## src/rtl/p_logic_acc_pkg.sv

```systemverilog
`default_nettype none
// +----------------------------------------------------------------------+
// | p_logic_acc_pkg : op codes, FSM states and op decode helpers          |
// | Revision: 1.0                                                         |
// +----------------------------------------------------------------------+
package p_logic_acc_pkg;

  localparam logic [2:0] c_op_and  = 3'b000;
  localparam logic [2:0] c_op_or   = 3'b001;
  localparam logic [2:0] c_op_xor  = 3'b010;
  localparam logic [2:0] c_op_nand = 3'b011;
  localparam logic [2:0] c_op_nor  = 3'b100;
  localparam logic [2:0] c_op_xnor = 3'b101;
  localparam logic [2:0] c_op_pass = 3'b110;
  localparam logic [2:0] c_op_rsvd = 3'b111;

  typedef enum logic [1:0] {
    BASE_AND  = 2'd0,
    BASE_OR   = 2'd1,
    BASE_XOR  = 2'd2,
    BASE_PASS = 2'd3
  } base_e;

  typedef enum logic [1:0] {
    ST_IDLE = 2'd0,
    ST_ACC  = 2'd1,
    ST_DONE = 2'd2
  } state_e;

  function automatic base_e base_of(input logic [2:0] op);
    case (op)
      c_op_and,  c_op_nand: base_of = BASE_AND;
      c_op_or,   c_op_nor:  base_of = BASE_OR;
      c_op_xor,  c_op_xnor: base_of = BASE_XOR;
      default:              base_of = BASE_PASS;
    endcase
  endfunction

  function automatic logic inv_of(input logic [2:0] op);
    inv_of = (op == c_op_nand) || (op == c_op_nor) || (op == c_op_xnor);
  endfunction

endpackage
`default_nettype wire

```

## src/rtl/p_logic_acc_if.sv

```systemverilog
`default_nettype none
// +----------------------------------------------------------------------+
// | p_logic_acc_if : operand and result valid/ready streams               |
// | Revision: 1.0                                                         |
// +----------------------------------------------------------------------+
interface p_logic_acc_if #(
  parameter int BUS_WIDTH = 4,
  parameter int CNT_W     = 2
) ();

  logic [2:0]           op;
  logic                 in_valid;
  logic                 in_ready;
  logic [BUS_WIDTH-1:0] in_bus;
  logic                 in_last;
  logic                 out_valid;
  logic                 out_ready;
  logic [BUS_WIDTH-1:0] out_bus;
  logic [CNT_W-1:0]     out_count;

  modport master (
    output op, in_valid, in_bus, in_last, out_ready,
    input  in_ready, out_valid, out_bus, out_count
  );

  modport slave (
    input  op, in_valid, in_bus, in_last, out_ready,
    output in_ready, out_valid, out_bus, out_count
  );

endinterface
`default_nettype wire

```

## src/rtl/p_logic_acc_op.sv

```systemverilog
`default_nettype none
// +----------------------------------------------------------------------+
// | p_logic_op : combinational two-input step with optional final invert  |
// | Revision: 1.0                                                         |
// +----------------------------------------------------------------------+
module p_logic_op
  import p_logic_acc_pkg::*;
#(
  parameter int BUS_WIDTH = 4
) (
  input  base_e                i_base,
  input  logic                 i_inv,
  input  logic [BUS_WIDTH-1:0] i_a,
  input  logic [BUS_WIDTH-1:0] i_b,
  output logic [BUS_WIDTH-1:0] o_y
);

  logic [BUS_WIDTH-1:0] w_raw;

  always_comb begin
    w_raw = i_a;
    case (i_base)
      BASE_AND:  w_raw = i_a & i_b;
      BASE_OR:   w_raw = i_a | i_b;
      BASE_XOR:  w_raw = i_a ^ i_b;
      default:   w_raw = i_a;
    endcase
  end

  assign o_y = i_inv ? ~w_raw : w_raw;

endmodule
`default_nettype wire

```

## src/rtl/p_logic_acc.sv

```systemverilog
`default_nettype none
// +----------------------------------------------------------------------+
// | p_logic_acc : folds up to NB_INS operands per group into one result   |
// | Revision: 1.0                                                         |
// +----------------------------------------------------------------------+
module p_logic_acc
  import p_logic_acc_pkg::*;
#(
  parameter int BUS_WIDTH = 4,
  parameter int NB_INS    = 3,
  parameter int CNT_W     = $clog2(NB_INS + 1)
) (
  input  logic         clk,
  input  logic         rst_n,
  p_logic_acc_if.slave bus
);

  localparam logic [CNT_W-1:0] c_nb_ins = CNT_W'(NB_INS);
  localparam logic [CNT_W-1:0] c_one    = CNT_W'(1);

  state_e               r_state, w_state_nxt;
  logic [BUS_WIDTH-1:0] r_acc, w_acc_nxt;
  logic [2:0]           r_op;
  logic [CNT_W-1:0]     r_cnt, w_cnt_nxt;
  logic [BUS_WIDTH-1:0] r_out_bus;
  logic [CNT_W-1:0]     r_out_count;

  logic                 w_in_ready;
  logic                 w_accept;
  logic                 w_close;
  logic [2:0]           w_op_cur;
  logic [BUS_WIDTH-1:0] w_fold;
  logic [BUS_WIDTH-1:0] w_result;

  assign w_in_ready = (r_state != ST_DONE);
  assign w_accept   = bus.in_valid && w_in_ready;
  // The op of a group is taken live on its first beat, from the latch afterwards.
  assign w_op_cur   = (r_state == ST_IDLE) ? bus.op : r_op;
  assign w_close    = w_accept && (bus.in_last || (w_cnt_nxt == c_nb_ins));

  p_logic_op #(.BUS_WIDTH(BUS_WIDTH)) u_fold (
    .i_base (base_of(r_op)),
    .i_inv  (1'b0),
    .i_a    (r_acc),
    .i_b    (bus.in_bus),
    .o_y    (w_fold)
  );

  p_logic_op #(.BUS_WIDTH(BUS_WIDTH)) u_final (
    .i_base (BASE_PASS),
    .i_inv  (inv_of(w_op_cur)),
    .i_a    (w_acc_nxt),
    .i_b    (w_acc_nxt),
    .o_y    (w_result)
  );

  always_comb begin
    w_state_nxt = r_state;
    w_acc_nxt   = r_acc;
    w_cnt_nxt   = r_cnt;
    case (r_state)
      ST_IDLE: begin
        w_acc_nxt = bus.in_bus;
        w_cnt_nxt = c_one;
        if (w_accept) w_state_nxt = w_close ? ST_DONE : ST_ACC;
      end
      ST_ACC: begin
        w_acc_nxt = w_fold;
        w_cnt_nxt = r_cnt + c_one;
        if (w_close) w_state_nxt = ST_DONE;
      end
      ST_DONE: begin
        if (bus.out_ready) w_state_nxt = ST_IDLE;
      end
      default: w_state_nxt = ST_IDLE;
    endcase
  end

  always_ff @(posedge clk or negedge rst_n) begin
    if (!rst_n) begin
      r_state     <= ST_IDLE;
      r_acc       <= '0;
      r_op        <= '0;
      r_cnt       <= '0;
      r_out_bus   <= '0;
      r_out_count <= '0;
    end else begin
      r_state <= w_state_nxt;
      if (w_accept) begin
        r_acc <= w_acc_nxt;
        r_cnt <= w_cnt_nxt;
        if (r_state == ST_IDLE) r_op <= bus.op;
      end
      if (w_close) begin
        r_out_bus   <= w_result;
        r_out_count <= w_cnt_nxt;
      end
    end
  end

  assign bus.in_ready  = w_in_ready;
  assign bus.out_valid = (r_state == ST_DONE);
  assign bus.out_bus   = r_out_bus;
  assign bus.out_count = r_out_count;

endmodule
`default_nettype wire

```

## src/flat_wrapper.sv

```systemverilog
// flat-port wrapper written by rule: the top's interface ports become plain ports
module p_logic_acc_flat import p_logic_acc_pkg::*;
#(
  parameter int BUS_WIDTH = 4,
  parameter int NB_INS    = 3,
  parameter int CNT_W     = $clog2(NB_INS + 1)
)
  (clk, rst_n, bus_op, bus_in_valid, bus_in_bus, bus_in_last, bus_out_ready, bus_in_ready, bus_out_valid, bus_out_bus, bus_out_count);
  p_logic_acc_if #(.BUS_WIDTH(BUS_WIDTH), .CNT_W(CNT_W)) bus_i ();
  input  logic clk;
  input  logic rst_n;
  input wire logic [$bits(bus_i.op)-1:0] bus_op;
  input wire logic [$bits(bus_i.in_valid)-1:0] bus_in_valid;
  input wire logic [$bits(bus_i.in_bus)-1:0] bus_in_bus;
  input wire logic [$bits(bus_i.in_last)-1:0] bus_in_last;
  input wire logic [$bits(bus_i.out_ready)-1:0] bus_out_ready;
  output wire logic [$bits(bus_i.in_ready)-1:0] bus_in_ready;
  output wire logic [$bits(bus_i.out_valid)-1:0] bus_out_valid;
  output wire logic [$bits(bus_i.out_bus)-1:0] bus_out_bus;
  output wire logic [$bits(bus_i.out_count)-1:0] bus_out_count;
  assign bus_i.op = bus_op;
  assign bus_i.in_valid = bus_in_valid;
  assign bus_i.in_bus = bus_in_bus;
  assign bus_i.in_last = bus_in_last;
  assign bus_i.out_ready = bus_out_ready;
  assign bus_in_ready = bus_i.in_ready;
  assign bus_out_valid = bus_i.out_valid;
  assign bus_out_bus = bus_i.out_bus;
  assign bus_out_count = bus_i.out_count;
  p_logic_acc #(.BUS_WIDTH(BUS_WIDTH), .NB_INS(NB_INS), .CNT_W(CNT_W)) u_core (.clk(clk), .rst_n(rst_n), .bus(bus_i));
endmodule
```

## config.mk

```make
export PLATFORM = sky130hd
export DESIGN_NAME = p_logic_acc_flat
export DESIGN_NICKNAME = d
export VERILOG_FILES = /design/src/rtl/p_logic_acc_pkg.sv /design/src/rtl/p_logic_acc_if.sv /design/src/rtl/p_logic_acc_op.sv /design/src/rtl/p_logic_acc.sv /design/src/flat_wrapper.sv
export SDC_FILE = /design/constraint.sdc
export NUM_CORES = 1
export LEC_CHECK = 0
export CORE_MARGIN = 2
export CORE_UTILIZATION = 40
export DETAILED_ROUTE_END_ITERATION = 10
export GPL_TIMING_DRIVEN = 0
export MAX_ROUTING_LAYER = met4
export PLACE_DENSITY = 0.74
export SETUP_SLACK_MARGIN = 0.3
export SLEW_MARGIN = 30
export SYNTH_ARGS = -nofsm -noshare
export SYNTH_HDL_FRONTEND = slang
export SYNTH_SLANG_ARGS = --single-unit
```

## constraint.sdc

```tcl
create_clock -name clk -period 1.7 [get_ports clk]
set_clock_uncertainty 0.05 [all_clocks]
set_input_delay 0.34 -clock clk [delete_from_list [all_inputs] [get_ports clk]]
set_output_delay 0.34 -clock clk [all_outputs]
set_load 0.02 [all_outputs]
```

Yosys cells after proc, flatten, opt, wreduce, memory -nomap -nowiden
Cells that the tools add are included.
- register bits after elaboration: 17
- bits of input ports: 12
- logic and storage cells: 51
- $add $sub $neg: 1
- eq/ne operators: 17
- muxes and demuxes: 11
- bitwise logic cells: 4
- reduce and logical (&&, ||, !) cells: 12
- operators by type and width (cell ; count):
    3-bit == test (second input constant) ; 4
    2-bit one-hot mux with 3 select lines ; 2
    4-bit one-hot mux with 3 select lines ; 1
    3-bit by 2-bit == test with 1-bit output (second input constant) ; 3
    2-bit two-way mux ; 4
    4-bit one-hot mux with 2 select lines ; 1
    2-bit == test (second input constant) ; 3
    2-bit OR reduction ; 3
    4-bit bitwise AND ; 1
    2-bit by 1-bit == test with 1-bit output (second input constant) ; 2
    2-bit logical NOT ; 2
    4-bit two-way mux ; 1
    2-bit by 1-bit != test with 1-bit output (second input constant) ; 2
    2-bit != test (second input constant) ; 2
    4-bit NOT ; 1
    4-bit OR ; 1
    2-bit one-hot mux with 2 select lines ; 1
    4-bit XOR ; 1
    3-bit by 1-bit == test with 1-bit output (second input constant) ; 1
    3-bit logical NOT ; 1
    1-bit logical OR ; 3
    3-bit two-way mux ; 1
    3-bit AND reduction ; 1
    2-bit by 1-bit adder with 2-bit output (second input constant) ; 1
    1-bit logical AND ; 2

Longest topological paths before layout
Gate-level depths: netlist (run 1).
- depth after elaboration: 8
- mapped depth: 7

Modules after synthesis
Synthesis (run 1) repeated with hierarchy kept, for this count alone.
- cell total of the unflattened synthesis: 139
- area total of the unflattened synthesis: 1458.9 µm²
- modules (own cells, without submodules) (module ; times used ; cells each ; area each (µm²) ; seq. area each (µm²)):
    p_logic_acc ; 1 ; 83 ; 918.4 ; 425.4
    p_logic_op ; 2 ; 28 ; 270.3 ; 0.0

Worst setup path before layout (run 1)
Ideal clock, no wire load.
- path kind: register to register
- start point: register u_core.r_cnt[0]
- end point: register u_core.r_out_bus[1], in the netlist u_core.bus.out_bus[1]
- arrival: 1.657 ns
- data required time: 1.581 ns
- setup slack: -0.076 ns
- stages on the path, launching flop included: 6
- path buffers: 0
- period minus slack after synthesis: 1.776 ns
- cells stage by stage: dfrtp_1 -> and3b_1 -> nor3_1 -> or3_1 -> or4_1 -> nand3_1
- cells in the longest elaborated chain, start to end: 5
- RTL lines (what ; line ; RTL):
    from (decl) ; p_logic_acc.sv:24 ; logic [CNT_W-1:0] r_cnt, w_cnt_nxt;
    from (signal assigned) ; p_logic_acc.sv:91 ; r_cnt <= w_cnt_nxt;
    2-bit by 1-bit adder with 2-bit output ; p_logic_acc.sv:69 ; w_cnt_nxt = r_cnt + c_one;
    2-bit one-hot mux with 2 select lines (*) ; p_logic_acc.sv:61 ; case (r_state)
    2-bit == test (*) ; p_logic_acc.sv:39 ; assign w_close = w_accept && (bus.in_last || (w_cnt_nxt == c_nb_ins));
    1-bit logical OR (*) ; p_logic_acc.sv:39 ;
    1-bit logical AND (*) ; p_logic_acc.sv:39 ;
    to (signal assigned) ; p_logic_acc.sv:95 ; r_out_bus <= w_result;
    to (decl) ; p_logic_acc.sv:25 ; logic [BUS_WIDTH-1:0] r_out_bus;
Every way passes the cells marked *; elsewhere a longest branch is shown, timed or not.
A chain may end at the register's enable or synchronous reset.

Worst setup path in the final report (run 1)
- start point: register u_core.r_op[0]
- end point: register u_core.r_out_bus[2], in the netlist u_core.bus.out_bus[2]
- cells in the longest elaborated chain, start to end: 8
- elaborated cells between the ends (all ways): 23
- those cells by class: eq/ne: 10; mux: 5; bitwise: 1; reduce/logical: 7
- RTL lines (what ; line ; RTL):
    from (decl) ; p_logic_acc.sv:23 ; logic [2:0] r_op;
    from (signal assigned) ; p_logic_acc.sv:92 ; if (r_state == ST_IDLE) r_op <= bus.op;
    3-bit by 2-bit == test with 1-bit output (tied with other cells) ; p_logic_acc_pkg.sv:31 ; case (op)
    2-bit OR reduction ; p_logic_acc_pkg.sv:31 ;
    2-bit one-hot mux with 3 select lines ; p_logic_acc_pkg.sv:31 ;
    2-bit == test (tied with other cells) ; p_logic_acc_op.sv:22 ; case (i_base)
    4-bit one-hot mux with 3 select lines ; p_logic_acc_op.sv:22 ;
    4-bit one-hot mux with 2 select lines ; p_logic_acc.sv:61 ;
    4-bit NOT ; p_logic_acc_op.sv:30 ; assign o_y = i_inv ? ~w_raw : w_raw;
    4-bit two-way mux (*) ; p_logic_acc_op.sv:30 ;
Marks and branches as above.

==> results_dict.tcl, run 1 <==
set metrics [dict create \
    worst_slew_pin_slew_ns 0.7641 \
    grt_overflow 0 \
    hp-class "in2reg" \
    area_growth_pct 53.51 \
    gp_congestion 0.8799 \
    period_needed_ns 1.826 \
    die_area_um2 3729 \
    regArea_um2 429.2 \
    holdBufCountCts 0 \
    cts-buffers-inserted 3 \
    max_freq_ghz 0.5476 \
    stdcell_count 241 \
    layout_commonest_cell "buf_4" \
    grt_pass1_vias 1306 \
    setup_violations 8 \
    final_cell_mix "buf_4 (18), dfrtp_1 (14), buf_6 (11), nor2_1 (11), inv_1 (10)" \
    yosys.area.top_type "dfrtp_1" \
    critPathRequiredTime_ns 1.88 \
    drive_gt1_frac 0.4162 \
    drcViolationCount 0 \
    multi_input_area_um2 1015 \
    drv_cap 0 \
    end_kind "register" \
    die_h_um 61.07 \
    n_antenna_cell 0 \
    hpwl_um 2457 \
    syn_nets 169 \
    antenna_found_initial 0 \
    htree_levels 1 \
    final_nets 218 \
    rsz0062_at_grt "yes" \
    grt_max_degree 18 \
    hold_depth 2 \
    grt.total_usage 0.2144 \
    power_mw 2.715 \
    netlist_area_um2 1302 \
    clk_path_buf_depth 2 \
    yosysSeqAreaShare 0.3266 \
    cts_tree "done" \
    cellPowerDensity_nw_per_um2 1358 \
    core-area_um2 3078 \
    setup_slack_ns -0.1262 \
    critical_path_class "reg2reg" \
    io-pin-count 20 \
    syn_area_per_cell_um2 8.742 \
    fin_crit_sh 1.074 \
    grt_pass1_wl_um 5754 \
    firstDrtPassIters 4 \
    nFillCells 247 \
    yosysUniqueCellTypes 52 \
    outcome "finished with violations" \
    drt_wl_total_um 3832 \
    antenna_left 0 \
    yosysWarnings 0 \
    die_w_um 61.07 \
    drv_slew 0 \
    finalHoldViolations 0 \
    synth_top_flop_cell "dfrtp_1" \
    postSynthCellCount 149 \
    start_util 0.4232 \
    vdd_drop_max_mv 0.7485 \
    numPortBuffers 19 \
    ys_ff_latch 17 \
    fin_hold_ws_ns 0.3154 \
    synth-edff-count 0 \
    crit_fanout 10 \
    maxSlewHeadroom 0.4890 \
    clk_pin_slew_ns 0.11 \
    worstSetupStartpointType "register" \
    placed_cells 212 \
    post_drt_wl_per_cell_um 15.90 \
    violations "negative setup slack" \
    power_leakage_nw 0.9007 \
    first_iter_violations 73 \
    clock_sinks 17 \
    synthArstFlopShare 1.000 \
    clock_latency_ns 0.29 \
    vias 1373 \
    via_per_inst 5.697 \
    synthTopCellsByArea "dfrtp_1 (33%), ha_1 (7.7%), inv_1 (3.7%)" \
    setup-tns-final_ns -0.5538 \
    rows 20 \
    cts-root-buf "clkbuf_4" \
    ff2ff_path_depth 6 \
    synth_top_cell_area_share 0.3266 \
    worstPathArrival_ns 2.01 \
]
[worst paths after layout]
kind                                                   startpoint                                 to  slack (ns)
worst min register to register  u_core.bus.out_bus[3]$_DFFE_PN0P_  u_core.bus.out_bus[3]$_DFFE_PN0P_        0.51
max in group asynchronous                                   rst_n         u_core.r_op[1]$_DFFE_PN0P_        0.64
worst min-delay path                                    bus_op[0]         u_core.r_op[0]$_DFFE_PN0P_        0.32
min in group asynchronous                                   rst_n        u_core.r_acc[1]$_DFFE_PN0P_        0.43
worst max register to register         u_core.r_op[0]$_DFFE_PN0P_  u_core.bus.out_bus[2]$_DFFE_PN0P_       -0.13
worst max-delay path                   u_core.r_op[0]$_DFFE_PN0P_  u_core.bus.out_bus[2]$_DFFE_PN0P_       -0.13
[cells by family after synthesis]
kind of cell,count (synthesis),share of synthesized area
compound gates,43,0.2431
xor+xnor,2,0.01345
fa+ha+maj,8,0.07685
buf+inv,19,0.06533
flops,17,0.3266
mux,4,0.03362
simple gates,56,0.2411
[per-layer routing]
metal | track usage | share of wire
met2 | 0.3647 | 0.51
met1 | 0.2539 | 0.41
met3 | 0.01891 | 0.041
met5 | - | 0
met4 | 0.1025 | 0.037
[area by class of cell]
type                       count  share of cell area
multi-input combinational    114              0.5075
sequential                    17              0.2146
timing repair buffer          43              0.1840
tap                           44             0.02753
inverter                      13             0.02691
buffer                         6             0.02566
clock buffer                   3             0.01126
clock inverter                 1            0.002503
[cells in the mapped netlist, types with 2 or more instances]
| library cell | instances |
|---|---|
| nor2_1 | 13 |
| nand2b_1 | 3 |
| buf_2 | 2 |
| nand3_1 | 4 |
| nand2_1 | 8 |
| o21ai_0 | 8 |
| o22a_1 | 2 |
| and3b_1 | 3 |
| nor2b_1 | 6 |
| o211a_1 | 2 |
| inv_1 | 13 |
| a31oi_1 | 5 |
| nor3b_1 | 3 |
| o221ai_1 | 2 |
| dfrtp_1 | 17 |
| a21oi_1 | 5 |
| clkbuf_1 | 2 |
| a21o_1 | 3 |
| ha_1 | 8 |
| or2_2 | 2 |
| nor3_1 | 3 |
| mux2_2 | 3 |
| a41oi_1 | 3 |
[through the flow]
step	utilization	area (um2)	setup WS, ns
finish	0.6496	1999	-0.1262
global route	0.6496	1999	-0.2198
CTS	0.6012	1851	-0.1497
detailed placement	0.5077	1563	-0.6791
global placement	0.5077	1563	-0.6026
floorplan	-	1318	-0.07326
[registers in the layout (all words and copies together), names as in the netlist]
| signal | flops |
|---|---|
| u_core.r_cnt | 2 |
| u_core.r_state | 2 |
| u_core.bus.out_count | 2 |
| u_core.bus.out_bus | 4 |
| u_core.r_op | 3 |
| u_core.r_acc | 4 |
[report_power, final]
part	switching [mW]	internal, mW	total (mW)
Sequential	0.142	0.566	0.708
Combinational	0.895	0.891	1.79
Clock	0.134	0.0877	0.222
Total	1.17	1.54	2.72
[critical path, cell delays in order, from the launching register on]
cell     delay (ns)
dfrtp_1        0.42
buf_4          0.19
nor3b_1        0.30
a21oi_1        0.11
a311o_1        0.37
a21o_1         0.17
a31oi_1        0.15
[timing repair]
item | 4_1_cts | 5_1_grt
endpoints found under the setup margin | 20 | 21
setup buffers | 15 | 8
gates cloned | 2 | 0
resized for setup | 61 | 31
pin swaps | 14 | 16
Power figures use the tool's default switching activity.
==> run 2: changes to the inputs <==
- GPL_ROUTABILITY_DRIVEN: default -> 0
- TNS_END_PERCENT: default -> 10
==> run 2 against run 1 <==
Against the previous run: the flow still finishes with violations (negative setup slack); cell count down 4.6%; first-iteration DRC count is 16% lower; global-route usage decreased by 1.2 points; critical endpoint is now u_core.bus.out_bus[1]$_DFFE_PN0P_; largest power group unchanged; fmax down 1.6%; combinational power fell by 15%; highest routed layer unchanged.
==> results_dict.tcl, run 2 (same netlist as run 1, synthesis figures left out) <==
set metrics [dict create \
    cts-buffers-inserted 3 \
    firstDrtPassIters 4 \
    drt_wl_total_um 3593 \
    worstSetupStartpointType "register" \
    setup_violations 6 \
    clk_path_buf_depth 2 \
    drive_gt1_frac 0.3118 \
    first_iter_violations 61 \
    grt.total_usage 0.2020 \
    hp-class "in2async" \
    critical_path_class "reg2reg" \
    clock_sinks 17 \
    area_growth_pct 39.19 \
    cellPowerDensity_nw_per_um2 1367 \
    place_ws_ns -0.8148 \
    die_h_um 61.07 \
    maxSlewHeadroom 0.4703 \
    drv_slew 0 \
    holdBufCountCts 0 \
    fin_util 0.5890 \
    setup_slack_ns -0.1559 \
    vias 1337 \
    stdcell_count 230 \
    cts-root-buf "clkbuf_4" \
    start_util 0.4232 \
    grt_max_degree 18 \
    grt_overflow 0 \
    grt_pass1_vias 1261 \
    rows 20 \
    antenna_found_initial 0 \
    finalHoldViolations 0 \
    n_antenna_cell 0 \
    final_nets 207 \
    fin_crit_sh 1.092 \
    period_needed_ns 1.856 \
    core-area_um2 3078 \
    final_cell_mix "dfrtp_1 (16), buf_4 (15), inv_1 (12)" \
    end_kind "register" \
    crit_fanout 6 \
    worstPathArrival_ns 2.05 \
    drcViolationCount 0 \
    clk_pin_slew_ns 0.10 \
    max_freq_ghz 0.5388 \
    power_leakage_nw 0.8057 \
    placed_cells 212 \
    io-pin-count 20 \
    rsz0062_at_grt "yes" \
    worst_slew_pin_slew_ns 0.7920 \
    drv_cap 0 \
    outcome "finished with violations" \
    grt_pass1_wl_um 5478 \
    numPortBuffers 19 \
    layout_commonest_cell "dfrtp_1" \
    post_drt_wl_per_cell_um 15.62 \
    violations "negative setup slack" \
    via_per_inst 5.813 \
    die_area_um2 3729 \
    critPathRequiredTime_ns 1.90 \
    die_w_um 61.07 \
    clock_latency_ns 0.31 \
    antenna_left 0 \
    hpwl_um 2519 \
    htree_levels 1 \
    cts_tree "done" \
    vdd_drop_max_mv 0.8190 \
]
-- run 2: cell count changes in the layout (fill, tap and decap cells not counted), sizes merged --
cell,previous run,this run
clkdlybuf4s15,1,4
buf,31,20
dlymetal6s2s,2,0
clkbuf,9,8
dlygate4sd2,4,3
clkinv,1,0
clkdlybuf4s50,5,8
nor3,5,4
-- run 2: final timing paths --
check | start | end | slack [ns] | depth (start not counted)
worst min register to register | u_core.bus.out_bus[2]$_DFFE_PN0P_ | u_core.bus.out_bus[2]$_DFFE_PN0P_ | 0.52 | 2
worst max-delay path | u_core.r_state[1]$_DFFE_PN0P_ | u_core.bus.out_bus[1]$_DFFE_PN0P_ | -0.16 | 5
worst max register to register | u_core.r_state[1]$_DFFE_PN0P_ | u_core.bus.out_bus[1]$_DFFE_PN0P_ | -0.16 | 5
min in group clk | u_core.bus.out_bus[2]$_DFFE_PN0P_ | u_core.bus.out_bus[2]$_DFFE_PN0P_ | 0.52 | 2
max in group asynchronous | rst_n | u_core.r_cnt[0]$_DFFE_PN0P_ | 0.63 | 1
worst min-delay path | rst_n | u_core.r_cnt[1]$_DFFE_PN0P_ | 0.43 | 1
-- run 2: area by class of cell --
class | count | area (um2)
Fill cell | 261 | 1265
Multi-Input combinational cell | 113 | 918.4
Sequential cell | 17 | 426.7
Timing Repair Buffer | 33 | 287.8
Tap cell | 44 | 55.05
Inverter | 13 | 51.30
Buffer | 6 | 47.55
Clock buffer | 4 | 26.28
-- run 2: per-stage QoR --
stage | setup TNS [ns] | cell area, um2 | hold slack [ns] | power [mW]
global route | -1.205 | 1813 | 0.4797 | 2.629
finish | -0.7474 | 1813 | 0.4328 | 2.478
detailed placement | -5.031 | 1553 | 0.5041 | 1.925
floorplan | -0.2446 | 1308 | -0.005591 | 1.524
global placement | -4.426 | 1553 | 0.4886 | 1.865
CTS | -0.8545 | 1708 | 0.4612 | 2.315
-- run 2: worst max-delay path, cell delays in order, from the launching register on --
cell	delay, ns
dfrtp_1	0.38
or2b_4	0.25
nand2_4	0.08
or3_4	0.41
or4_4	0.55
nand3_2	0.07
-- run 2: where the power goes --
part           switching, mW  internal (mW)
clock network          0.139         0.0918
logic                  0.780          0.746
registers              0.159          0.562
total                   1.08           1.40
-- run 2: what timing repair did --
item / in CTS / in global routing
cloned: 0 / 0
resized for setup: 40 / 25
setup buffers: 10 / 4
endpoints found under the setup margin: 21 / 20
pin swaps: 12 / 9
hold endpoints to repair: 0 / 0
-- run 2: layer usage --
metal  vias up  global-route usage  share of wire
met5         -                   -              0
met4         0             0.07764          0.019
met3         9             0.01261          0.059
met2        54              0.3587           0.51
met1       654              0.2378           0.41
li1        620                   -              -
==> run 3: changes to the inputs <==
- PLACE_DENSITY: 0.74 -> 0.73
- SYNTH_HIERARCHICAL: default -> 1
==> run 3 against run 2 <==
Against the previous run: the run still ends with negative setup slack left; global-route usage is 3.9 points lower; cell count is 1.7% lower; flip-flop and latch count stayed put; critical path depth is 4 higher; cell area is 4.0% higher; total power is 69% higher; die area is 11% higher; hold slack worse by 0.0019 ns; synthesized area is 12% higher; clock power is 3% lower; combinational power is 100% higher; register-to-register slack worse by 0.96 ns; critical endpoint is now u_core/bus.out_bus[3]$_DFFE_PN0P_.
==> results_dict.tcl, run 3 <==
set metrics [dict create \
    vdd_drop_max_mv 0.8039 \
    power_mw 4.191 \
    htree_levels 1 \
    fin_util 0.5520 \
    layout_commonest_cell "inv_1" \
    drv_cap 0 \
    firstDrtPassIters 4 \
    maxSlewHeadroom 0.4823 \
    clock_latency_ns 0.30 \
    numPortBuffers 19 \
    grt_max_degree 18 \
    wl_met2_um 1659 \
    start_util 0.4271 \
    final_cell_mix "inv_1 (26), ha_1 (16), dfrtp_1 (15)" \
    io-pin-count 20 \
    vias 1119 \
    setup_violations 8 \
    synthArstFlopShare 1.000 \
    regArea_um2 427.9 \
    yosysSeqAreaShare 0.2916 \
    grt_overflow 0 \
    combinationalPowerShare 0.747 \
    netlist_area_um2 1459 \
    synth_top_cell_area_share 0.2916 \
    fin_crit_sh 1.655 \
    cts-buffers-inserted 3 \
    clockPowerShare 0.053 \
    topRoutingLayerUsed "met4" \
    synth-edff-count 0 \
    antenna_left 0 \
    postSynthCellCount 139 \
    grt.total_usage 0.1634 \
    net-switching-power_mw 1.776 \
    clk_path_buf_depth 2 \
    yosysUniqueCellTypes 31 \
    yosys.area_share.simple 0.07461 \
    finalHoldViolations 0 \
    synth_compound_area_frac 0.08491 \
    grt_pass1_wl_um 5085 \
    critPathTopFamily "multiplexers" \
    internal_power_mw 2.415 \
    synth_fa_ha_area_frac 0.1372 \
    power_leakage_nw 0.9504 \
    setup_slack_ns -1.114 \
    synthTopCellsByArea "dfrtp_1 (29%), ha_1 (14%), mux4_2 (12%)" \
    holdBufCountCts 0 \
    worst_slew_pin_slew_ns 0.7741 \
    rsz0062_at_grt "yes" \
    drv_slew 0 \
    yosysMostFrequentCell "inv_1" \
    drive_gt1_frac 0.3167 \
    n_antenna_cell 0 \
    clk_pin_slew_ns 0.10 \
    hpwl_um 2216 \
    synth_xor_xnor_area_share 0.06003 \
    syn_area_per_cell_um2 10.50 \
    max_freq_ghz 0.3553 \
    muxShareOfSynthArea 0.2650 \
    via_per_inst 4.951 \
    nFillCells 320 \
    ys_ff_latch 17 \
    worstSetupStartpointType "register" \
    crit_fanout 3 \
    critPathRequiredTime_ns 1.85 \
    area_growth_pct 29.25 \
    grt_pass1_vias 1178 \
    core-area_um2 3416 \
    drt-met1-wl_um 1158 \
    drcViolationCount 0 \
    p_sw_frac 0.4237 \
    first_iter_violations 46 \
    antenna_found_initial 0 \
    slowest_stage "mux4_2" \
    outcome "finished with violations" \
    cts-root-buf "clkbuf_4" \
    clock_sinks 17 \
    critical_path_class "reg2reg" \
    met3_length_um 128 \
    multi_input_area_um2 1012 \
    synth_top_family_by_area "multiplexers" \
    die_area_um2 4146 \
    cellPowerDensity_nw_per_um2 2223 \
    cp_num_buf_inv 0 \
    yosys-top-cells-count "inv_1 (28), dfrtp_1 (17), ha_1 (16)" \
    die_h_um 64.39 \
    rows 21 \
    synth_top_flop_cell "dfrtp_1" \
    setup-tns-final_ns -6.601 \
    cp_cell_sequence "nand2b_4 -> xnor2_4 -> mux4_2 -> xor2_1 -> mux2i_1 -> o21ai_2 -> mux4_2 -> xor2_1 -> mux2_4" \
    end_kind "register" \
    period_needed_ns 2.814 \
    drt_wl_total_um 2970 \
    final_nets 209 \
    crit_path_max_incr_delay_ns 0.54 \
    cts_tree "done" \
    worstPathArrival_ns 2.96 \
    yosys.area.top_type "dfrtp_1" \
    yosysWarnings 6 \
    hp-class "in2async" \
    die_w_um 64.39 \
    post_drt_wl_per_cell_um 13.14 \
    seqPwrFrac 0.199 \
    violations "negative setup slack" \
]
run 3: cell count changes in the layout (fill, tap and decap cells not counted), sizes merged, moves of 4 or more:
| cell | change |
|---|---|
| mux4 | +8 |
| ha | +8 |
| nor2b | -5 |
| mux2 | +10 |
| conb | +12 |
| mux2i | +5 |
| clkdlybuf4s15 | -4 |
| a31oi | -5 |
| inv | +15 |
| xor2 | +7 |
| nor2 | -10 |
| buf | -8 |
| a21oi | -4 |
run 3: cell type report:
cell class / count / share of cell area
multi-input cells: 101 / 0.5368
flip-flops and latches: 17 / 0.2269
plain buffers: 3 / 0.01261
well taps: 46 / 0.03052
clock buffers: 3 / 0.01194
clock inverters: 1 / 0.002654
repair buffers: 27 / 0.1228
inverters: 28 / 0.05574
run 3: cell families after synthesis:
| logic type | Yosys count |
|---|---|
| compound gates | 15 |
| xor+xnor | 10 |
| mux | 27 |
| fa+ha+maj | 16 |
| simple gates | 21 |
| flops | 17 |
| other cells | 2 |
| buf+inv | 31 |
run 3: repair_timing:
action                                 CTS  global route
buffers inserted                         8             0
pin swaps                               11             0
setup endpoints to repair               23            23
gates cloned                             0             0
resized for setup                       35             9
endpoints found under the hold margin    0             0
run 3: routing by layer:
layer | vias up | GRT usage
met5 | - | -
met4 | 0 | 0.03457
met3 | 5 | 0.04401
met2 | 27 | 0.3086
met1 | 547 | 0.1687
li1 | 540 | -
run 3: power by group through the flow:
stage                     registers, mW  logic (mW)  clock network (mW)
final                             0.835        3.13               0.223
after floorplan                   0.886        2.15                   0
after global routing              0.873        3.41               0.262
after detailed placement          0.842        2.86                   0
after global placement            0.825        2.68                   0
after CTS                         0.833        3.15               0.232
run 3: final timing paths:
check                                                          from                                   to  slack (ns)  cells after the start
worst max-delay path                     u_core/r_op[1]$_DFFE_PN0P_    u_core/bus.out_bus[3]$_DFFE_PN0P_       -1.11                      9
worst min register to register  u_core/bus.out_count[1]$_DFFE_PN0P_  u_core/bus.out_count[1]$_DFFE_PN0P_        0.45                      1
worst min-delay path                                          rst_n          u_core/r_cnt[1]$_DFFE_PN0P_        0.43                      1
min in group clk                u_core/bus.out_count[1]$_DFFE_PN0P_  u_core/bus.out_count[1]$_DFFE_PN0P_        0.45                      1
worst max register to register           u_core/r_op[1]$_DFFE_PN0P_    u_core/bus.out_bus[3]$_DFFE_PN0P_       -1.11                      9
max in group asynchronous                                     rst_n           u_core/r_op[0]$_DFFE_PN0P_        0.63                      1
run 3: through the flow:
stage | setup WS (ns) | hold slack (ns) | instance area (um2) | cells
final | -1.114 | 0.4310 | 1886 | 226
after floorplan | -0.2530 | -0.005591 | 1564 | 149
after detailed placement | -1.570 | 0.4302 | 1812 | 214
after global placement | -1.507 | 0.4261 | 1812 | 214
after global routing | -1.200 | 0.4713 | 1886 | 226
after CTS | -1.117 | 0.4552 | 1911 | 226
run 3: worst register-to-register path, cell delays in order (launching register included):
cell	delay (ns)
dfrtp_1	0.40
nand2b_4	0.17
xnor2_4	0.19
mux4_2	0.54
xor2_1	0.16
mux2i_1	0.18
o21ai_2	0.10
mux4_2	0.48
xor2_1	0.16
mux2_4	0.28
